[src/rtl/elevator_pkg.sv]
// Shared types and default sizing for the elevator car controller and its scan helper.
package elevator_pkg;

   localparam int LEVELS_DEF        = 8;
   localparam int FLOOR_W_DEF       = 3;
   localparam int TRAVEL_CYCLES_DEF = 4;
   localparam int DOOR_CYCLES_DEF   = 6;

   typedef enum logic [1:0] {
      IDLE      = 2'd0,
      MOVE_UP   = 2'd1,
      MOVE_DOWN = 2'd2,
      DOOR      = 2'd3
   } state_t;

   typedef enum logic {
      DIR_DOWN = 1'b0,
      DIR_UP   = 1'b1
   } dir_t;

endpackage

[src/rtl/elevator_ctrl_level_scan.sv]
// Combinational view of the latched requests relative to the car floor:
// presence at/above/below the car and the collective stop decision for each travel direction.
module level_scan
   import elevator_pkg::*;
#(
   parameter int LEVELS  = LEVELS_DEF,
   parameter int FLOOR_W = FLOOR_W_DEF
) (
   input  logic [LEVELS-1:0]  in_levels,
   input  logic [LEVELS-1:0]  up_levels,
   input  logic [LEVELS-1:0]  down_levels,
   input  logic [FLOOR_W-1:0] floor,
   output logic               at,
   output logic               above,
   output logic               below,
   output logic               stop_up,
   output logic               stop_down
);

   logic [LEVELS-1:0] req_s;

   // Split pending requests around the car and evaluate the stop rules for both directions.
   always_comb begin
      req_s = in_levels | up_levels | down_levels;
      at    = 1'b0;
      above = 1'b0;
      below = 1'b0;
      for (int i = 0; i < LEVELS; i++) begin
         if (i > int'(floor)) begin
            above = above | req_s[i];
         end else if (i < int'(floor)) begin
            below = below | req_s[i];
         end else begin
            at = req_s[i];
         end
      end
      // An opposite-direction hall call only stops the car when nothing lies further ahead.
      stop_up   = in_levels[floor] | up_levels[floor]   | (down_levels[floor] & ~above);
      stop_down = in_levels[floor] | down_levels[floor] | (up_levels[floor]   & ~below);
   end

endmodule

[src/rtl/elevator_ctrl.sv]
// Collective (SCAN) car controller: tracks the floor, times travel and door dwell,
// and returns one-cycle clear pulses for every request it services.
module elevator_ctrl
   import elevator_pkg::*;
#(
   parameter int LEVELS        = LEVELS_DEF,
   parameter int FLOOR_W       = FLOOR_W_DEF,
   parameter int TRAVEL_CYCLES = TRAVEL_CYCLES_DEF,
   parameter int DOOR_CYCLES   = DOOR_CYCLES_DEF
) (
   input  logic               clk,
   input  logic               reset,
   input  logic [LEVELS-1:0]  active_in_levels,
   input  logic [LEVELS-1:0]  active_out_up_levels,
   input  logic [LEVELS-1:0]  active_out_down_levels,
   output logic [FLOOR_W-1:0] current_floor,
   output logic               moving_up,
   output logic               moving_down,
   output logic               door_open,
   output logic [LEVELS-1:0]  clr_in_levels,
   output logic [LEVELS-1:0]  clr_out_up_levels,
   output logic [LEVELS-1:0]  clr_out_down_levels
);

   localparam int TT_W = (TRAVEL_CYCLES > 1) ? $clog2(TRAVEL_CYCLES) : 1;
   localparam int DT_W = $clog2(DOOR_CYCLES);
   localparam logic [FLOOR_W-1:0] TOP_FLOOR   = FLOOR_W'(LEVELS - 1);
   localparam logic [TT_W-1:0]    TRAVEL_LOAD = TT_W'(TRAVEL_CYCLES - 1);
   localparam logic [DT_W-1:0]    DOOR_LOAD   = DT_W'(DOOR_CYCLES - 1);

   state_t             state_r;
   dir_t               dir_r;
   logic [FLOOR_W-1:0] floor_r;
   logic [TT_W-1:0]    travel_timer_r;
   logic [DT_W-1:0]    door_timer_r;
   logic               arrive_r;
   logic               moving_up_r;
   logic               moving_down_r;
   logic               door_open_r;
   logic [LEVELS-1:0]  clr_in_r;
   logic [LEVELS-1:0]  clr_up_r;
   logic [LEVELS-1:0]  clr_down_r;

   logic               at_s;
   logic               above_s;
   logic               below_s;
   logic               stop_up_s;
   logic               stop_down_s;
   logic               svc_s;
   logic               pulse_s;
   logic               reopen_s;
   logic [LEVELS-1:0]  floor_oh_s;
   logic [LEVELS-1:0]  in_here_s;
   logic [LEVELS-1:0]  up_here_s;
   logic [LEVELS-1:0]  down_here_s;
   logic [LEVELS-1:0]  stop_up_clr_s;
   logic [LEVELS-1:0]  stop_down_clr_s;
   logic [LEVELS-1:0]  door_up_clr_s;
   logic [LEVELS-1:0]  door_down_clr_s;

   level_scan #(
      .LEVELS  (LEVELS),
      .FLOOR_W (FLOOR_W)
   ) u_scan (
      .in_levels   (active_in_levels),
      .up_levels   (active_out_up_levels),
      .down_levels (active_out_down_levels),
      .floor       (floor_r),
      .at          (at_s),
      .above       (above_s),
      .below       (below_s),
      .stop_up     (stop_up_s),
      .stop_down   (stop_down_s)
   );

   // Requests at the car floor, the service decision for the current direction and the clear masks.
   always_comb begin
      floor_oh_s  = {{(LEVELS-1){1'b0}}, 1'b1} << floor_r;
      in_here_s   = active_in_levels       & floor_oh_s;
      up_here_s   = active_out_up_levels   & floor_oh_s;
      down_here_s = active_out_down_levels & floor_oh_s;
      // Buttons still show a bit while its clear pulse is out, so those cycles are blind.
      pulse_s     = |{clr_in_r, clr_up_r, clr_down_r};
      if (dir_r == DIR_UP) begin
         svc_s           = at_s & stop_up_s;
         stop_up_clr_s   = up_here_s;
         stop_down_clr_s = down_here_s & {LEVELS{~above_s}};
         door_up_clr_s   = up_here_s;
         door_down_clr_s = {LEVELS{1'b0}};
         reopen_s        = ~pulse_s & (|(in_here_s | up_here_s));
      end else begin
         svc_s           = at_s & stop_down_s;
         stop_up_clr_s   = up_here_s & {LEVELS{~below_s}};
         stop_down_clr_s = down_here_s;
         door_up_clr_s   = {LEVELS{1'b0}};
         door_down_clr_s = down_here_s;
         reopen_s        = ~pulse_s & (|(in_here_s | down_here_s));
      end
   end

   // Car FSM with floor tracking, travel/door timers and all registered outputs.
   always_ff @(posedge clk or negedge reset) begin
      if (!reset) begin
         state_r        <= IDLE;
         dir_r          <= DIR_UP;
         floor_r        <= {FLOOR_W{1'b0}};
         travel_timer_r <= {TT_W{1'b0}};
         door_timer_r   <= {DT_W{1'b0}};
         arrive_r       <= 1'b0;
         moving_up_r    <= 1'b0;
         moving_down_r  <= 1'b0;
         door_open_r    <= 1'b0;
         clr_in_r       <= {LEVELS{1'b0}};
         clr_up_r       <= {LEVELS{1'b0}};
         clr_down_r     <= {LEVELS{1'b0}};
      end else begin
         clr_in_r   <= {LEVELS{1'b0}};
         clr_up_r   <= {LEVELS{1'b0}};
         clr_down_r <= {LEVELS{1'b0}};
         case (state_r)
            IDLE: begin
               if (svc_s) begin
                  state_r      <= DOOR;
                  door_open_r  <= 1'b1;
                  door_timer_r <= DOOR_LOAD;
                  clr_in_r     <= in_here_s;
                  clr_up_r     <= stop_up_clr_s;
                  clr_down_r   <= stop_down_clr_s;
               end else if (above_s && (!below_s || dir_r == DIR_UP)) begin
                  state_r        <= MOVE_UP;
                  dir_r          <= DIR_UP;
                  moving_up_r    <= 1'b1;
                  travel_timer_r <= TRAVEL_LOAD;
                  arrive_r       <= 1'b0;
               end else if (below_s) begin
                  state_r        <= MOVE_DOWN;
                  dir_r          <= DIR_DOWN;
                  moving_down_r  <= 1'b1;
                  travel_timer_r <= TRAVEL_LOAD;
                  arrive_r       <= 1'b0;
               end else begin
                  state_r <= IDLE;
               end
            end
            MOVE_UP: begin
               if (arrive_r && stop_up_s) begin
                  state_r      <= DOOR;
                  moving_up_r  <= 1'b0;
                  door_open_r  <= 1'b1;
                  door_timer_r <= DOOR_LOAD;
                  arrive_r     <= 1'b0;
                  clr_in_r     <= in_here_s;
                  clr_up_r     <= up_here_s;
                  clr_down_r   <= stop_down_clr_s;
               end else if (arrive_r && !above_s) begin
                  state_r     <= IDLE;
                  moving_up_r <= 1'b0;
                  arrive_r    <= 1'b0;
               end else if (travel_timer_r == {TT_W{1'b0}}) begin
                  if (floor_r != TOP_FLOOR) begin
                     floor_r        <= floor_r + 1'b1;
                     travel_timer_r <= TRAVEL_LOAD;
                     arrive_r       <= 1'b1;
                  end else begin
                     state_r     <= IDLE;
                     moving_up_r <= 1'b0;
                     arrive_r    <= 1'b0;
                  end
               end else begin
                  travel_timer_r <= travel_timer_r - 1'b1;
                  arrive_r       <= 1'b0;
               end
            end
            MOVE_DOWN: begin
               if (arrive_r && stop_down_s) begin
                  state_r       <= DOOR;
                  moving_down_r <= 1'b0;
                  door_open_r   <= 1'b1;
                  door_timer_r  <= DOOR_LOAD;
                  arrive_r      <= 1'b0;
                  clr_in_r      <= in_here_s;
                  clr_up_r      <= stop_up_clr_s;
                  clr_down_r    <= down_here_s;
               end else if (arrive_r && !below_s) begin
                  state_r       <= IDLE;
                  moving_down_r <= 1'b0;
                  arrive_r      <= 1'b0;
               end else if (travel_timer_r == {TT_W{1'b0}}) begin
                  if (floor_r != {FLOOR_W{1'b0}}) begin
                     floor_r        <= floor_r - 1'b1;
                     travel_timer_r <= TRAVEL_LOAD;
                     arrive_r       <= 1'b1;
                  end else begin
                     state_r       <= IDLE;
                     moving_down_r <= 1'b0;
                     arrive_r      <= 1'b0;
                  end
               end else begin
                  travel_timer_r <= travel_timer_r - 1'b1;
                  arrive_r       <= 1'b0;
               end
            end
            DOOR: begin
               if (reopen_s) begin
                  door_timer_r <= DOOR_LOAD;
                  clr_in_r     <= in_here_s;
                  clr_up_r     <= door_up_clr_s;
                  clr_down_r   <= door_down_clr_s;
               end else if (door_timer_r == {DT_W{1'b0}}) begin
                  state_r     <= IDLE;
                  door_open_r <= 1'b0;
               end else begin
                  door_timer_r <= door_timer_r - 1'b1;
               end
            end
            default: begin
               state_r       <= IDLE;
               moving_up_r   <= 1'b0;
               moving_down_r <= 1'b0;
               door_open_r   <= 1'b0;
               arrive_r      <= 1'b0;
            end
         endcase
      end
   end

   assign current_floor       = floor_r;
   assign moving_up           = moving_up_r;
   assign moving_down         = moving_down_r;
   assign door_open           = door_open_r;
   assign clr_in_levels       = clr_in_r;
   assign clr_out_up_levels   = clr_up_r;
   assign clr_out_down_levels = clr_down_r;

endmodule
[config.mk]
export PLATFORM = sky130hd
export DESIGN_NAME = elevator_ctrl
export DESIGN_NICKNAME = d
export VERILOG_FILES = /design/src/rtl/elevator_pkg.sv /design/src/rtl/elevator_ctrl_level_scan.sv /design/src/rtl/elevator_ctrl.sv
export SDC_FILE = /design/constraint.sdc
export NUM_CORES = 1
export LEC_CHECK = 0
export CAP_MARGIN = 40
export CORE_MARGIN = 2
export CORE_UTILIZATION = 30
export CTS_BUF_LIST = sky130_fd_sc_hd__clkbuf_16
export CTS_CLUSTER_DIAMETER = 200
export CTS_CLUSTER_SIZE = 25
export DETAILED_ROUTE_END_ITERATION = 16
export GPL_TIMING_DRIVEN = 0
export PLACE_DENSITY = 0.58
export SLEW_MARGIN = 10
export SYNTH_ARGS = -nofsm -noshare
export SYNTH_HDL_FRONTEND = slang
export SYNTH_SLANG_ARGS = --single-unit
[constraint.sdc]
create_clock -name clk -period 3.05 [get_ports clk]
set_input_delay 0.4575 -clock clk [delete_from_list [all_inputs] [get_ports clk]]
set_output_delay 0.4575 -clock clk [all_outputs]
set_load 0.005 [all_outputs]
==> results.ini <==
[cells_and_area]
fill_cells = 968
area_growth_pct = 46.99
drive_above_1_share_pct = 23.88
fin_cells = 556
antenna_cells = 0
nets = 463
fin_area_mm2 = 0.004395

[drt]
drt-initial-drc-count = 198
wl_met2_um = 4922
wl_met3_um = 605
drc_errors = 0
vias_per_cell = 5.633
drt_wl_total_um = 10610
first_pass_iters = 5
routed.top_layer = met4
wl_per_cell_um = 19.09
vias = 3132
ant_nets = 0
met1_length_um = 4816

[worst_setup_path]
crit_path_end_kind = flop
path_cells = clkdlybuf4s50_1, mux4_2, and2_1, a31o_2, a311oi_4, buf_4, nor3_2, or4b_1, nand3_1
regToRegEndpoint = state_r[0]
criticalPathCategory = input pin to flop
worst_path_largest_cell_delay_ps = 550
r2r_setup_slack_ps = 80
r2r_cells = 9
r2r-start = current_floor[0]
worstPathArrival_ps = 3240
path_max_fanout = 5
critPathSlowestCell = clkdlybuf4s50_1
start_kind = input pin
cp.required_ps = 3270

[run_status]
status = complete, no violations

[logic_synthesis]
ys_seq_area_share_pct = 32.68
syn_nets = 382
synthesis.area_mm2 = 0.002990
ys_seq_elements = 39
synth_cells = 341
synth-main-ff-cell = dfrtp_1
yosysWarnings = 0
synthDistinctLibCells = 64
async_reset_ff_share_pct = 100.0
synth_edf_count = 0
postSynthAreaPerCell_um2 = 8.769

[die]
die_width_um = 103.8
boundaryPins = 56
start_util_pct = 30.74
core_mm2 = 0.009729
die_y_um = 103.8
row_count = 36
dieArea_mm2 = 0.01078

[clock_network]
cts_root_buf = clkbuf_16
cts.sinks = 39
htreeDepth = 2
clk_pin_slew_ps = 70
clkLatencyLatePin_ps = 290
cts_tree = yes
cts.path.max_buffers = 2
cts-buffers-inserted = 5

[grt]
grt_pass1_vias = 3183
grt_pass1_wl_um = 17290
grt_max_degree = 31
grt_usage_pct = 19.96
gr-total-overflow = 0
antenna_found_initial = 0

[placed_design]
io_buffers = 55
dp_hpwl_um = 7985
place_congestion = 0.9721
dp_cells = 530
place_area_mm2 = 0.003725

[timing]
slew_headroom_pct = 68.16
setup_viol = 0
worstMarginPinSlew_ps = 475.8
clock.fmax_mhz = 331.8
fin_crit_sh_pct = 98.81
finClkSkew_ps = 6.509
hold_viol = 0
rsz0062_at_grt = true
final_max_slew_viol_count = 0
fin_crit_ps = 3014

[flow_run]
maxCapViolations = 0

[power_and_ir_drop]
powerDensity_mw_per_mm2 = 820.6
leakage_nw = 1.744
peakVddDrop_uv = 384.1

[hold_path]
hp-class = input pin to asynchronous set/reset pin

## flip-flops by register name, summed over array words and instances (netlist names)
register and count:
door_open 1, arrive_r 1, travel_timer_r 2, dir_r 1, moving_down 1, clr_out_up_levels 8, clr_in_levels 8, door_timer_r 3
state_r 2, clr_out_down_levels 8, moving_up 1, current_floor 3
## stage by stage
step           hold WS [ps]  total power [mW]  worst slack (ps)  utilization (%)  TNS, ps
4_1_cts               53.06             3.438             12.58            43.34        0
3_5_place_dp          362.2             2.428             -1013            38.28   -30740
3_3_place_gp          474.6             2.408            -969.7            38.13   -28590
2_1_floorplan         161.9             1.882            -30.82                -   -30.82
6_report              48.99             3.607             36.41            45.18        0
5_1_grt               64.80             3.863            -33.97            45.18   -83.85
## synthesized netlist by cell type, types with 7 or more instances
| cell type | number | area (um^2) |
|---|---|---|
| ha_1 | 15 | 187.7 |
| mux2i_1 | 7 | 70.07 |
| nor3_1 | 22 | 110.1 |
| nand3_1 | 7 | 35.03 |
| a21oi_1 | 10 | 50.05 |
| o21ai_0 | 13 | 65.06 |
| nand2_1 | 43 | 161.4 |
| o22ai_1 | 8 | 50.05 |
| inv_1 | 20 | 75.07 |
| nor2_1 | 28 | 105.1 |
| nor4_1 | 7 | 43.79 |
| dfrtp_1 | 38 | 950.9 |
## area by class of cell
class	instances	area [um^2]	share of cell area [%]
sequential	39	979.7	22.29
tap	133	166.4	3.786
timing repair buffer	76	720.7	16.40
clock inverter	3	43.79	0.9963
multi-input combinational	265	2181	49.62
inverter	21	90.09	2.050
clock buffer	5	125.1	2.847
buffer	14	88.84	2.021
## critical path: cells and delay by family
family,cells,cell delay [ps]
multiplexers,1,510
AND/OR/NAND/NOR,4,850
buffers and inverters,2,740
AO/OA/AOI/OAI,2,660
## kinds of logic (layout without fill, tap and decap cells)
group                      count (synthesis)  in the layout  synth area share (%)
adders and majority gates                 15             15                 6.276
buffers and inverters                     37            119                 5.272
xor gates and xnor gates                   1              1                0.2929
AOI/OAI and AO/OA                        100            100                 26.28
and+or+nand+nor                          131            131                 20.84
muxes                                     18             18                 8.368
DFF                                       39             39                 32.68
## what timing repair did
item                       CTS  global route
buffers inserted            14             6
hold buffers                 0             0
setup endpoints to repair   39            37
gates resized for setup     48            30
pin swaps                    8            15
## power breakdown
group	total, mW	internal (mW)	leakage, nW	switching (mW)
Clock	0.620	0.386	0.0838	0.234
Combinational	2.34	1.04	1.16	1.31
Sequential	0.646	0.594	0.496	0.0515
## per-layer routing
layer / global-route usage [%] / vias to the layer above
li1: - / 1470
met1: 26.58 / 1498
met2: 32.47 / 139
met3: 3.021 / 25
met4: 8.012 / 0
met5: 0 / -
## how the worst max path moves through the flow
stage	startpoint	to	slack, ps
after floorplan	current_floor[0]	door_timer_r[1]	-30
after global placement	current_floor[0]	clr_in_levels[4]	-970
after detailed placement	current_floor[0]	clr_in_levels[1]	-1010
after CTS	current_floor[1]	travel_timer_r[1]	10
after global routing	current_floor[0]	travel_timer_r[1]	-30
final	active_out_down_levels[2]	moving_up	40
## cells in the final DEF (no fill, tap or decap), drive strengths merged, types with 5 or more instances in the layout
cell / Yosys / layout
mux2: 6 / 6
dfrtp: 38 / 38
clkdlybuf4s50: 0 / 49
a21oi: 10 / 10
clkbuf: 6 / 11
o21ai: 13 / 13
and2: 5 / 5
mux2i: 7 / 7
ha: 15 / 15
buf: 10 / 30
inv: 20 / 20
nor4: 7 / 7
o211ai: 6 / 6
mux4: 5 / 5
nand3: 7 / 7
nor2: 28 / 28
o22ai: 8 / 8
nand2: 43 / 43
nor3: 22 / 22
a221oi: 7 / 7
o2111ai: 5 / 5
Power figures use the tool's default switching activity.
